**src/rtl/i2s_pkg.sv**
```systemverilog
// rtl/i2s_pkg.sv - shared constants, types and slot helper for the PmodI2S2 transmitter
package i2s_pkg;

  localparam int SMP_W     = 24;
  localparam int FRAME_LEN = 2048;
  localparam int CNT_W     = $clog2(FRAME_LEN);
  localparam int SLOT_W    = 5;
  localparam int LEN_W     = 11;

  // Data occupies slots 1..24 of each 32-slot channel half (one-bit I2S delay).
  localparam int MSB_SLOT = 1;
  localparam int LSB_SLOT = 24;

  // Counter bits that are brought out directly as the DAC clocks.
  localparam int MCLK_BIT = 1;
  localparam int SCLK_BIT = 4;
  localparam int LRCK_BIT = 10;

  typedef logic signed [SMP_W-1:0] sample_t;
  typedef logic [CNT_W-1:0]        cnt_t;
  typedef logic [SLOT_W-1:0]       slot_t;
  typedef logic [LEN_W-1:0]        len_t;

  // Frame positions with special meaning.
  localparam cnt_t CNT_REQ_BUILD = cnt_t'(0);
  localparam cnt_t CNT_PRE_SWAP  = cnt_t'(FRAME_LEN - 2);
  localparam cnt_t CNT_SWAP      = cnt_t'(FRAME_LEN - 1);

  // Serial bit carried by a given slot of a channel half.
  function automatic logic slot_bit(input sample_t smp, input slot_t slot);
    slot_t idx;
    logic  b;
    b   = 1'b0;
    idx = '0;
    if (slot >= slot_t'(MSB_SLOT) && slot <= slot_t'(LSB_SLOT)) begin
      idx = slot_t'(LSB_SLOT) - slot;
      b   = smp[idx];
    end
    return b;
  endfunction

endpackage

```
**src/rtl/i2s_clkgen.sv**
```systemverilog
// rtl/i2s_clkgen.sv - frame counter and MCLK/SCLK/LRCK taps
module i2s_clkgen
  import i2s_pkg::*;
(
  input  logic clk,
  input  logic rst,
  output cnt_t cnt_o,
  output logic mclk_o,
  output logic sclk_o,
  output logic lrck_o
);

  cnt_t cnt_q;
  cnt_t cnt_d;

  // Counter width equals log2 of the frame length, so it wraps 2047 -> 0 by itself.
  always_comb begin
    cnt_d = cnt_q + cnt_t'(1);
  end

  // Frame counter register.
  always_ff @(posedge clk) begin
    if (rst) begin
      cnt_q <= '0;
    end else begin
      cnt_q <= cnt_d;
    end
  end

  assign cnt_o  = cnt_q;
  assign mclk_o = cnt_q[MCLK_BIT];
  assign sclk_o = cnt_q[SCLK_BIT];
  assign lrck_o = cnt_q[LRCK_BIT];

endmodule

```
**src/rtl/pmod_i2s2_tx.sv**
```systemverilog
// rtl/pmod_i2s2_tx.sv - 24-bit mono I2S sink for the CS4344 that paces the synth (optional I2S_TX_VOLUME_EN)
module pmod_i2s2_tx
  import i2s_pkg::*;
#(
  parameter len_t LEN_RST = 11'd100
) (
  input  logic                    clk,
  input  logic                    rst,
  input  logic                    note_trig,
  input  logic [LEN_W-1:0]        note_len,
  output logic                    syn_start,
  output logic                    syn_newnote,
  output logic [LEN_W-1:0]        syn_length,
  input  logic signed [SMP_W-1:0] din,
  input  logic                    din_valid,
  output logic                    underrun,
`ifdef I2S_TX_VOLUME_EN
  input  logic [2:0]              vol,
`endif
  output logic                    mclk,
  output logic                    sclk,
  output logic                    lrck,
  output logic                    sdout
);

  cnt_t cnt;

  i2s_clkgen u_clkgen (
    .clk    (clk),
    .rst    (rst),
    .cnt_o  (cnt),
    .mclk_o (mclk),
    .sclk_o (sclk),
    .lrck_o (lrck)
  );

  logic req_build;
  logic pre_swap;
  logic frame_end;
  logic slot_end;
  assign req_build = (cnt == CNT_REQ_BUILD);
  assign pre_swap  = (cnt == CNT_PRE_SWAP);
  assign frame_end = (cnt == CNT_SWAP);
  assign slot_end  = &cnt[SLOT_W-1:0];

  // ---------------------------------------------------------------- request
  logic note_pend_q, note_pend_d;
  len_t len_pend_q, len_pend_d;
  logic syn_start_q, syn_start_d;
  logic syn_newnote_q, syn_newnote_d;
  len_t syn_length_q, syn_length_d;
  logic pend_eff;
  len_t len_eff;

  // Build the request at cnt==0; a trigger in that same cycle is folded in.
  always_comb begin
    pend_eff      = note_pend_q | note_trig;
    len_eff       = note_trig ? note_len : len_pend_q;
    note_pend_d   = note_pend_q;
    len_pend_d    = len_pend_q;
    syn_length_d  = syn_length_q;
    syn_start_d   = req_build;
    syn_newnote_d = req_build & pend_eff;
    if (req_build) begin
      note_pend_d = 1'b0;
      if (pend_eff) begin
        syn_length_d = len_eff;
      end
    end else if (note_trig) begin
      note_pend_d = 1'b1;
      len_pend_d  = note_len;
    end
  end

  // Request and note-latch registers.
  always_ff @(posedge clk) begin
    if (rst) begin
      note_pend_q   <= 1'b0;
      len_pend_q    <= '0;
      syn_start_q   <= 1'b0;
      syn_newnote_q <= 1'b0;
      syn_length_q  <= LEN_RST;
    end else begin
      note_pend_q   <= note_pend_d;
      len_pend_q    <= len_pend_d;
      syn_start_q   <= syn_start_d;
      syn_newnote_q <= syn_newnote_d;
      syn_length_q  <= syn_length_d;
    end
  end

  // ---------------------------------------------------------------- capture
  logic    outstanding_q, outstanding_d;
  logic    got_q, got_d;
  sample_t next_smp_q, next_smp_d;
  sample_t frame_smp_q, frame_smp_d;
  logic    underrun_q, underrun_d;
  logic    capture;
  sample_t cap_smp;

`ifdef I2S_TX_VOLUME_EN
  assign cap_smp = din >>> vol;
`else
  assign cap_smp = din;
`endif

  // Accept only the first sample after a request; swap it in at the frame end.
  always_comb begin
    capture       = din_valid & outstanding_q;
    outstanding_d = outstanding_q;
    got_d         = got_q;
    next_smp_d    = next_smp_q;
    frame_smp_d   = frame_smp_q;
    if (capture) begin
      outstanding_d = 1'b0;
      got_d         = 1'b1;
      next_smp_d    = cap_smp;
    end
    if (req_build) begin
      outstanding_d = 1'b1;
    end
    if (frame_end) begin
      if (got_q) begin
        frame_smp_d = next_smp_q;
      end
      got_d         = 1'b0;
      outstanding_d = 1'b0;
    end
    // Decided one cycle early so the registered pulse lands on cnt==2047.
    underrun_d = pre_swap & ~(got_q | capture);
  end

  // Capture and frame-sample registers.
  always_ff @(posedge clk) begin
    if (rst) begin
      outstanding_q <= 1'b0;
      got_q         <= 1'b0;
      next_smp_q    <= '0;
      frame_smp_q   <= '0;
      underrun_q    <= 1'b0;
    end else begin
      outstanding_q <= outstanding_d;
      got_q         <= got_d;
      next_smp_q    <= next_smp_d;
      frame_smp_q   <= frame_smp_d;
      underrun_q    <= underrun_d;
    end
  end

  // ---------------------------------------------------------------- serializer
  logic  sdout_q, sdout_d;
  slot_t next_slot;

  // Load the next slot's bit at the end of each slot, i.e. on the SCLK falling edge.
  always_comb begin
    next_slot = cnt[SLOT_W +: SLOT_W] + slot_t'(1);
    sdout_d   = sdout_q;
    if (slot_end) begin
      sdout_d = slot_bit(frame_smp_q, next_slot);
    end
  end

  // Serial data register.
  always_ff @(posedge clk) begin
    if (rst) begin
      sdout_q <= 1'b0;
    end else begin
      sdout_q <= sdout_d;
    end
  end

  assign syn_start   = syn_start_q;
  assign syn_newnote = syn_newnote_q;
  assign syn_length  = syn_length_q;
  assign underrun    = underrun_q;
  assign sdout       = sdout_q;

endmodule

```
**config.mk**
```make
export PLATFORM = sky130hd
export DESIGN_NAME = pmod_i2s2_tx
export DESIGN_NICKNAME = d
export VERILOG_FILES = /design/src/rtl/i2s_pkg.sv /design/src/rtl/i2s_clkgen.sv /design/src/rtl/pmod_i2s2_tx.sv
export SDC_FILE = /design/constraint.sdc
export NUM_CORES = 1
export LEC_CHECK = 0
export BUFFER_PORTS_ARGS = -buffer_cell sky130_fd_sc_hd__buf_2
export CAP_MARGIN = 25
export CORE_UTILIZATION = 55
export CTS_BUF_LIST = sky130_fd_sc_hd__clkbuf_8
export DETAILED_ROUTE_END_ITERATION = 6
export GPL_ROUTABILITY_DRIVEN = 0
export PLACE_DENSITY = 0.85
export REMOVE_ABC_BUFFERS = 1
export SLEW_MARGIN = 20
export SYNTH_ARGS = -nofsm -noshare
export SYNTH_HDL_FRONTEND = slang
export SYNTH_HIERARCHICAL = 1
export SYNTH_SLANG_ARGS = --single-unit
```
**constraint.sdc**
```tcl
create_clock -name clk -period 3.9 [get_ports clk]
set_input_delay 0.195 -clock clk [delete_from_list [all_inputs] [get_ports clk]]
set_output_delay 0.195 -clock clk [all_outputs]
set_load 0.03 [all_outputs]
```
[After elaboration in Yosys (flattened, before gate mapping)]
Index checks and enable logic that the tools add are counted.
Word-level totals
  bits of input ports: 39
  bits in registers: 88
  bits in latches: 0
  output and inout port bits: 18
  memory bits (writable): 0
  memory bits (read-only): 0
  logic and storage cells: 40
  memories: 0
Cells by class
  bitwise gates (word level): 6
  reduce and logical (&&, ||, !) cells: 8
  $mul: 0
  shift-type cells: 0
  div/mod/pow operators: 0
  add/subtract/negate cells: 3
  equal/unequal tests: 2
  muxes and demuxes: 6
  magnitude comparators: 3
Operators with widths (count)
  == test 11 bit, second input constant: 2
  adder 11 x 1 -> 11 bit, second input constant: 1
  logical NOT 11 bit: 1
  two-way mux 11 bit: 1
  less-than comparator 5 x 6 -> 1 bit, second input constant: 1
  adder 5 x 1 -> 5 bit, second input constant: 1
  binary-select mux 1 bit (select 5 bit): 1
  >= comparator 5 x 1 -> 1 bit, second input constant: 1
  less-or-equal comparator 5 bit, second input constant: 1
  AND reduction 5 bit: 1
  subtractor 5 bit, first input constant: 1
  two-way mux 1 bit: 4
  AND reduction 2 bit: 2
  OR reduction 2 bit: 2
  AND 1 bit: 3
  OR 1 bit: 2
  nonzero test 2 bit: 1
  logical AND 1 bit: 1
  inverter 1 bit: 1

[Longest topological paths before layout]
  word-level depth: 5
  depth in mapped cells: 8

[Hierarchy]
The synthesis kept the hierarchy.
By module, submodules not included
  pmod_i2s2_tx: cells each 338, area an instance 3185.6 um2, times used 1
  i2s_clkgen: cells each 51, area an instance 478.0 um2, times used 1

[Least setup slack after synthesis]
Ideal clock, no wire load.
  kind: register to register
  from: register u_clkgen.cnt_q[5] (netlist: u_clkgen/cnt_o[5])
  to: register sdout_q (netlist: sdout)
  arrival time: 2232 ps
  data required time: 3813 ps
  buffers on the path: 1
  path slack: 1581 ps
  setup time: 87 ps
  clock period less this slack: 2319 ps
  cell stages (with the launch flop): 8
  cells stage by stage: dfxtp_1 inv_2 ha_1 buf_2 or3_4 o311a_1 or4_1 o31ai_1
On the way
  cells in the longest elaborated chain, start to end: 5
  elaborated cells between the ends (all ways): 8
  those cells by class: add/sub (2); order compare (2); mux (3); reduce/logical (1)
Ends and longest elaborated chain
  from (decl): line i2s_clkgen.sv:13  | cnt_t cnt_q;
  from (signal assigned): line i2s_clkgen.sv:26  | cnt_q <= cnt_d;
  adder 5 x 1 -> 5 bit (*): line pmod_i2s2_tx.sv:156  | next_slot = cnt[SLOT_W +: SLOT_W] + slot_t'(1);
  subtractor 5 bit: line i2s_pkg.sv:36  | idx = slot_t'(LSB_SLOT) - slot;
  binary-select mux 1 bit (select 5 bit): line i2s_pkg.sv:37  | b = smp[idx];
  two-way mux 1 bit (implied by the code): line i2s_pkg.sv:37
  two-way mux 1 bit (*): line i2s_pkg.sv:35  | if (slot >= slot_t'(MSB_SLOT) && slot <= slot_t'(LSB_SLOT)) begin
  to (signal assigned): line pmod_i2s2_tx.sv:168  | sdout_q <= sdout_d;
  to (decl): line pmod_i2s2_tx.sv:151  | logic sdout_q, sdout_d;
Mark *: on every way between the ends. The rest lies on a longest branch, timed or not. The select of a mux whose other input is x is not followed.
A chain may end at the register's enable or synchronous reset.

[Final worst setup path]
Ends and elaborated chain as after synthesis.

==> impl_metrics.toml <==
[power]
p_per_area_nw_per_um2 = 450
p_leak_nw = 1.83
pwr-share-clk_pct = 38.6
p_comb_share_pct = 9.9
internal-power_w = 0.00142
p_sw_share_pct = 24.1
p_sw_w = 0.000452
ir_worst_vdd_v = 0.000317
pwr-share-seq_pct = 51.6

[synth]
synth_top_cell_area_share_pct = 48.1
synth_common_cells = "dfxtp_1, nand2_1, nor2_1"
synth.distinct_cells = 48
ys_top_cells_by_area = "dfxtp_1, mux2i_1, nand2_1, nor2_1, a21oi_1"
syn_area_per_cell_um2 = 9.42
ys_seq_area_share_pct = 48.1
synth_edf_count = 0
ys_ff_latch = 88
synth_cells = 389
yosysMostFrequentCell = "dfxtp_1"
yosys.area.top_type = "dfxtp_1"
ys_warn_count = 6
synth_area_um2 = 3660
synth_ff_type = "dfxtp_1"
synthArstFlopShare_pct = 0

[critical_path]
r2r-end = "sdout"
worst-endpoint-arrival_ps = 2830
path_class = "register to register"
rr_worst_depth = 6
start_kind = "register"
cp-startpoint = "u_clkgen/cnt_o[5]"
critPathCapture = "sdout"
worstPathRequired_ps = 4170
cpMaxStageDelayCell = "dfxtp_1"
slowest_delay_ps = 550
crit_chain = "inv_2, ha_1, or3_4, o311a_1, or4_1, o31ai_1"
critPathCaptureType = "register"
reg2reg_setup_slack_ps = 1340
reg2reg_from = "u_clkgen/cnt_o[5]"
path_max_fanout = 10

[global_routing]
grt_max_degree = 56
grt.total_usage_pct = 22.6
grt_overflow = 0
first_global_vias = 2810
antenna_found_initial = 0
grt_pass1_wl_um = 12800

[route]
wl_per_cell_um = 14.2
vias_per_cell = 5.64
num_vias = 2880
dr.pass1.iters = 5
wirelength_um = 7280
drtIter0Drc = 162
antenna_left = 0
drc = 0

[floorplan]
fp.dieW_um = 83.6
ioPinCount = 57
dieArea_um2 = 6990
design.core.area_um2 = 6390
die_y_um = 83.6
start_util_pct = 57.4
std_cell_rows = 29

[clocking]
cts_root_buffer = "clkbuf_8"
cts_tree = "done"
clk-insertion-delay-late_ps = 360
cts_hold_buf = 0
cts_resized = 0
numCtsBuffers = 9
cts_htree_levels = 3
post_cts_buffers = 0
cts.clk_slew.worst_paths_ps = 80
clock_sinks = 88
clock_path_buffers = 2

[timing]
fmax_ghz = 0.390
skew_ps = 6.65
max_slew_margin_pct = 35.2
final.setup.tns_ps = 0
tightest_slew_ps = 972
rsz0062_at_grt = "no"
maxSlewViolCount = 0
period_needed_ps = 2560
fin_crit_sh_pct = 65.7
report.final.setup_viol = 0
finalHoldViolCount = 0

[finish]
syn_to_final_growth_pct = 13.6
nNetsFinal = 471
drive_gt1_share_pct = 20.3
n_antenna_cell = 0
final_area_um2 = 4160

[outcome]
status = "finished clean"

[place]
hpwl_um = 4760
placed_area_um2 = 3920
io_buffers = 56

[run]
drv_cap = 0

[min_path]
min_path_type = "primary input to register"
-- state kept, by name, indices dropped and copies added, names as in the netlist --
signal          cells
syn_start           1
underrun            1
syn_newnote         1
len_pend_q         11
got_q               1
frame_smp_q        24
u_clkgen/cnt_o     11
outstanding_q       1
syn_length         11
note_pend_q         1
next_smp_q         24
sdout               1
-- layout by cell type, fill, tap and decap left out, types with 2 or more instances in the layout --
cell type and count:
dfxtp_1 88, xor2_1 3, and2_1 2, a211o_1 3, mux4_2 6, clkbuf_8 12, o31ai_1 5, a21oi_1 31
clkinvlp_4 2, a22o_1 11, inv_1 5, nor3_1 5, ha_1 3, o21ai_0 2, bufinv_16 2, nand2_1 56
nand3_1 7, mux2i_1 39, buf_4 2, nand4_1 2, buf_2 56, nor2_1 47, xnor2_1 5, nor4_1 3
a211oi_1 10, or4_1 5
-- worst min path at each step --
stage	endpoint	cells past startpoint	startpoint
floorplan	u_clkgen/cnt_o[0]	1	rst
global placement	len_pend_q[1]	2	note_len[1]
detailed placement	len_pend_q[1]	2	note_len[1]
CTS	len_pend_q[1]	2	note_len[1]
global route	len_pend_q[10]	2	note_len[10]
finish	len_pend_q[8]	2	note_len[8]
-- metrics by stage --
step	setup slack (ps)	std cells	hold WS, ps	total power, W	utilization, %
2_1_floorplan	1510	360	262	0.00109	-
3_3_place_gp	1440	495	426	0.00116	61.4
4_1_cts	1320	511	45.2	0.00189	65.2
5_1_grt	1170	511	47.5	0.00195	65.2
6_report	1340	511	64.5	0.00187	65.2
3_5_place_dp	1350	495	437	0.00117	61.4
-- kinds of logic (layout without fill, tap and decap cells) --
kind of cell | count (synthesis) | after routing | synth area share, %
simple gates | 142 | 142 | 17.9
buf+inv | 35 | 80 | 4.27
flops | 88 | 88 | 48.1
compound gates | 67 | 67 | 12.1
xor+xnor | 8 | 8 | 1.91
mux | 46 | 46 | 14.7
fa+ha+maj | 3 | 3 | 1.02
-- critical path: cells and delay by family (launching register included) --
| family | cells | cell delay, ps |
|---|---|---|
| compound gates | 2 | 360 |
| fa+ha+maj | 1 | 500 |
| buf+inv | 1 | 150 |
| flops | 1 | 550 |
| simple gates | 2 | 900 |
-- layer usage --
metal  global-route usage [%]  share of wire [%]  vias to the layer above
met5                        0                  0                        -
met4                     9.40                1.8                        0
met3                     5.74                5.0                       13
met2                     37.3                 48                       74
met1                     28.1                 45                     1352
li1                         -                  -                     1441
-- power by group through the flow --
stage               clock (W)  combinational [W]  sequential, W
floorplan                   0          0.0000784        0.00102
global placement            0           0.000179       0.000984
detailed placement          0           0.000185       0.000985
CTS                  0.000737           0.000186       0.000965
global route         0.000775           0.000204       0.000970
finish               0.000722           0.000185       0.000965
-- area by class of cell --
class | count | area, µm²
inverters | 6 | 22.5
repair buffers | 58 | 295
flip-flops and latches | 88 | 1760
well taps | 77 | 96.3
multi-input cells | 266 | 1750
fillers | 504 | 2220
clock inverters | 4 | 75.1
clock buffers | 12 | 165
Note: power is estimated with default switching activity, not from simulation.
